## config.mk

```make
export PLATFORM = sky130hd
export DESIGN_NAME = traffic_light_controller
export DESIGN_NICKNAME = d
export VERILOG_FILES = /design/src/rtl/traffic_light_controller.sv
export SDC_FILE = /design/constraint.sdc
export NUM_CORES = 1
export LEC_CHECK = 0
export ABC_AREA = 1
export CAP_MARGIN = 25
export CORE_AREA = 2 2 39 41
export CTS_BUF_LIST = sky130_fd_sc_hd__clkbuf_4 sky130_fd_sc_hd__clkbuf_8
export CTS_CLUSTER_SIZE = 30
export DETAILED_ROUTE_END_ITERATION = 8
export DIE_AREA = 0 0 41 43
export DONT_BUFFER_PORTS = 1
export HOLD_SLACK_MARGIN = 0.02
export SYNTH_ARGS = -nofsm -noshare
export SYNTH_HDL_FRONTEND = slang
export SYNTH_SLANG_ARGS = --single-unit
export TNS_END_PERCENT = 30
```

## constraint.sdc

```tcl
create_clock -name clk -period 1.7 [get_ports clk]
set_input_delay 0.34 -clock clk [delete_from_list [all_inputs] [get_ports clk]]
set_output_delay 0.34 -clock clk [all_outputs]
set_load 0.005 [all_outputs]
```

## src/rtl/traffic_light_controller.sv

```systemverilog
// Fixed-time Moore controller for a four-signal junction (M1, M2, main turn, side).
// Six timed phases; every lamp output is one-hot {red, yellow, green}.
module traffic_light_controller #(
  parameter int T_MAIN = 7,
  parameter int T_TURN = 5,
  parameter int T_SIDE = 3,
  parameter int T_YEL  = 2
) (
  input  logic       clk,
  input  logic       rst,
  output logic [2:0] light_M1,
  output logic [2:0] light_S,
  output logic [2:0] light_MT,
  output logic [2:0] light_M2
);

  localparam int T_MAX_A = (T_MAIN > T_TURN) ? T_MAIN : T_TURN;
  localparam int T_MAX_B = (T_SIDE > T_YEL) ? T_SIDE : T_YEL;
  localparam int T_MAX   = (T_MAX_A > T_MAX_B) ? T_MAX_A : T_MAX_B;
  localparam int CNT_W   = (T_MAX > 1) ? $clog2(T_MAX) : 1;

  localparam logic [CNT_W-1:0] LAST_MAIN = CNT_W'(T_MAIN - 1);
  localparam logic [CNT_W-1:0] LAST_TURN = CNT_W'(T_TURN - 1);
  localparam logic [CNT_W-1:0] LAST_SIDE = CNT_W'(T_SIDE - 1);
  localparam logic [CNT_W-1:0] LAST_YEL  = CNT_W'(T_YEL - 1);
  localparam logic [CNT_W-1:0] CNT_ZERO  = CNT_W'(0);
  localparam logic [CNT_W-1:0] CNT_ONE   = CNT_W'(1);

  localparam logic [2:0] RED = 3'b100;
  localparam logic [2:0] YEL = 3'b010;
  localparam logic [2:0] GRN = 3'b001;

  typedef enum logic [2:0] {
    S1 = 3'd0,
    S2 = 3'd1,
    S3 = 3'd2,
    S4 = 3'd3,
    S5 = 3'd4,
    S6 = 3'd5
  } state_t;

  state_t           state_r;
  state_t           next_state_s;
  state_t           succ_state_s;
  logic [CNT_W-1:0] cnt_r;
  logic [CNT_W-1:0] next_cnt_s;
  logic [CNT_W-1:0] last_cnt_s;
  logic             illegal_s;

  // Phase and cycle-counter registers; reset parks the junction in S1.
  always_ff @(posedge clk or posedge rst) begin
    if (rst) begin
      state_r <= S1;
      cnt_r   <= CNT_ZERO;
    end else begin
      state_r <= next_state_s;
      cnt_r   <= next_cnt_s;
    end
  end

  // Phase duration lookup, successor phase and counter advance.
  always_comb begin
    last_cnt_s   = LAST_MAIN;
    succ_state_s = S1;
    illegal_s    = 1'b0;
    next_state_s = state_r;
    next_cnt_s   = cnt_r + CNT_ONE;
    case (state_r)
      S1: begin last_cnt_s = LAST_MAIN; succ_state_s = S2; end
      S2: begin last_cnt_s = LAST_YEL;  succ_state_s = S3; end
      S3: begin last_cnt_s = LAST_TURN; succ_state_s = S4; end
      S4: begin last_cnt_s = LAST_YEL;  succ_state_s = S5; end
      S5: begin last_cnt_s = LAST_SIDE; succ_state_s = S6; end
      S6: begin last_cnt_s = LAST_YEL;  succ_state_s = S1; end
      default: begin
        last_cnt_s   = CNT_ZERO;
        succ_state_s = S1;
        illegal_s    = 1'b1;
      end
    endcase
    // An unreachable encoding restarts the cycle cleanly rather than finishing a phase.
    if (illegal_s) begin
      next_state_s = S1;
      next_cnt_s   = CNT_ZERO;
    end else if (cnt_r == last_cnt_s) begin
      next_state_s = succ_state_s;
      next_cnt_s   = CNT_ZERO;
    end else begin
      next_state_s = state_r;
      next_cnt_s   = cnt_r + CNT_ONE;
    end
  end

  // Lamp decode from the phase alone; anything unexpected shows all-red.
  always_comb begin
    light_M1 = RED;
    light_M2 = RED;
    light_MT = RED;
    light_S  = RED;
    case (state_r)
      S1: begin light_M1 = GRN; light_M2 = GRN; light_MT = RED; light_S = RED; end
      S2: begin light_M1 = GRN; light_M2 = YEL; light_MT = RED; light_S = RED; end
      S3: begin light_M1 = GRN; light_M2 = RED; light_MT = GRN; light_S = RED; end
      S4: begin light_M1 = YEL; light_M2 = RED; light_MT = YEL; light_S = RED; end
      S5: begin light_M1 = RED; light_M2 = RED; light_MT = RED; light_S = GRN; end
      S6: begin light_M1 = RED; light_M2 = RED; light_MT = RED; light_S = YEL; end
      default: begin
        light_M1 = RED;
        light_M2 = RED;
        light_MT = RED;
        light_S  = RED;
      end
    endcase
  end

endmodule

```

==> results.yml <==
cts:
  ctsResizeCount: 0
  clk_pin_slew_ns: 0.04
  cts_root_buf: "clkbuf_4"
  cts.sinks: 6
  cts_buffers: 3
  cts_buffer_depth: 2
  cts_tree: "done"
  insertion_delay_ns: 0.24
  cts_max_level: 1
finish:
  antenna_cells: 0
  fin_area_sq_um: 475
  areaGrowthSynthToFinish_pct: 7.34
  nets: 72
  drive_above_1_share_pct: 25.4
pwr:
  ir_drop_v: 0.000259
  p_comb_share_pct: 1.7
  seq_power_share_pct: 52.8
  power_density_mw_per_mm2: 571
  switching_share_pct: 17.3
  pwr-share-clk_pct: 45.5
  switchingPower_mw: 0.0471
  p_int_mw: 0.224
  leakagePower_nw: 0.264
synth:
  synth_nets: 69
  synth.top_cells.by_area: "dfrtp_1, nand2_2, nor2_1, nand2_1, inv_1"
  ys_seq_area_share_pct: 33.9
  synth_top_flop_cell: "dfrtp_1"
  synthDistinctLibCells: 16
  ys_ff_latch: 6
  synth_top_area_share_pct: 33.9
  syn-cell-area_sq_um: 443
  yosysMostFrequentCell: "nor2_1"
  synth_edf_count: 0
  yosysWarnings: 0
  syn_avg_cell_area_sq_um: 6.71
  synthArstFlopShare_pct: 100
  yosys-top-cells-count: "nor2_1, nand2_1, inv_1, nand2_2, dfrtp_1"
  synth_cells: 66
  yosys.area.top_type: "dfrtp_1"
critical_path:
  reg2regPathDepth: 8
  arrival_ns: 1.23
  worst-setup-path-type: "flip-flop to output pin"
  r2r-start: "state_r[2]"
  crit_required_ns: 1.36
  startpoint_type: "flip-flop"
  reg2reg_slack_ns: 0.42
  r2r-end: "state_r[1]"
  cp-end-kind: "output pin"
  critPathMaxFanout: 6
global_routing:
  grt_pass1_vias: 315
  grt-ovfl-total: 0
  grt_first_pass_wirelength_mm: 1.27
  grt_use_total_pct: 10.9
  grt_max_degree: 9
  antenna_found_initial: 0
place:
  dp_hpwl_microns: 675
  dpl_cell_area_sq_um: 443
  gp_congestion: 0.698
  place.port_buffers: 0
timing:
  rsz0062_at_grt: "false"
  period_needed_ns: 1.57
  setup_violations: 0
  worstMarginPinSlew_ns: 0.325
  fin_tns_setup_ns: 0
  slew_violations: 0
  fin_worst_skew_ns: 0.00491
  finalHoldViolCount: 0
  period_share_pct: 92.4
  relSlewSlack_pct: 78.3
  max_freq_mhz: 637
flow_run:
  cap_violations: 0
detailed_routing:
  drc: 0
  vias_per_cell: 4.58
  firstDrtPassIters: 2
  drtIter0Drc: 3
  routedWlPerCell_microns: 9.70
  totalWireLength_microns: 805
  ant_nets: 0
  routed-via-count: 380
status:
  status: "finished clean"
floorplanning:
  die_x_microns: 41
  die_h_microns: 43
  coreArea_sq_mm: 0.00138
  initial_core_util_pct: 32.0
  fp-row-count: 14
  ios: 14
  die_area_sq_mm: 0.00176
hold_path:
  hp-class: "input pin to asynchronous set/reset pin"
-- metal layers --
| layer | track usage (%) | wire length, microns | up-vias |
|---|---|---|---|
| met5 | 0 | 0 | - |
| met1 | 11.6 | 358 | 171 |
| met2 | 17.2 | 411 | 10 |
| met4 | 6.00 | 0 | 0 |
| met3 | 4.71 | 36 | 0 |
| li1 | - | - | 199 |
-- area by class of cell --
| class | count | area, sq um |
|---|---|---|
| Clock buffer | 3 | 22.5 |
| Multi-Input combinational cell | 45 | 228 |
| Inverter | 12 | 45.0 |
| Fill cell | 159 | 908 |
| Timing Repair Buffer | 1 | 10.0 |
| Tap cell | 16 | 20.0 |
| Sequential cell | 6 | 150 |
-- kinds of logic after synthesis --
family / Yosys count / share of synthesized area [%]
buf+inv: 15 / 14.7
compound gates: 2 / 2.26
xor+xnor: 1 / 1.98
fa+ha+maj: 1 / 2.82
simple gates: 41 / 44.4
flops: 6 / 33.9
-- critical path, cell delays in order (launching register included) --
cell     delay, ns
dfrtp_1       0.44
inv_2         0.15
nand2_1       0.10
nor2_2        0.16
nor2_1        0.07
inv_1         0.07
-- sequential cells by signal (all words and copies together), names as in the netlist --
signal   count
cnt_r        3
state_r      3
-- repair_timing --
action	4_1_cts	5_1_grt
setup buffers	0	0
hold endpoints to repair	6	0
hold buffers	1	0
-- worst max path at each step --
stage                           from  slack [ns]  cells past startpoint          end
after CTS                 state_r[1]        0.09                      5  light_M1[0]
after global placement    state_r[1]        0.36                      5  light_M1[0]
after floorplan           state_r[1]        0.52                      5  light_M1[0]
final                     state_r[1]        0.13                      5  light_M1[0]
after detailed placement  state_r[1]        0.35                      5  light_M1[0]
after global routing      state_r[1]        0.04                      5  light_M1[0]
-- power by group through the flow --
stage | registers [mW] | logic [mW] | clock network (mW)
finish | 0.143 | 0.00457 | 0.124
global route | 0.143 | 0.00581 | 0.141
CTS | 0.143 | 0.00500 | 0.134
detailed placement | 0.145 | 0.00324 | 0
global placement | 0.145 | 0.00346 | 0
floorplan | 0.145 | 0.00228 | 0
-- cell usage in the layout (no fill, tap or decap) --
master,instances
nand3_1,5
clkbuf_4,3
inv_1,9
inv_2,3
nand2_4,1
ha_1,1
o21ai_0,2
xnor2_1,1
dlygate4sd3_1,1
nor2_2,1
nand3_2,1
nand2_2,8
nor2_1,13
dfrtp_1,6
nand2_1,12
-- metrics by stage --
stage	std cells	util (%)	hold slack, ns	total power, mW	setup WS (ns)
2_1_floorplan	66	-	0.131	0.148	0.517
4_1_cts	83	34.4	0.457	0.282	0.0891
5_1_grt	83	34.4	0.493	0.290	0.0378
3_3_place_gp	79	32.0	0.174	0.149	0.364
3_5_place_dp	79	32.0	0.166	0.149	0.348
6_report	83	34.4	0.455	0.272	0.130
(Power assumes the default switching activity.)
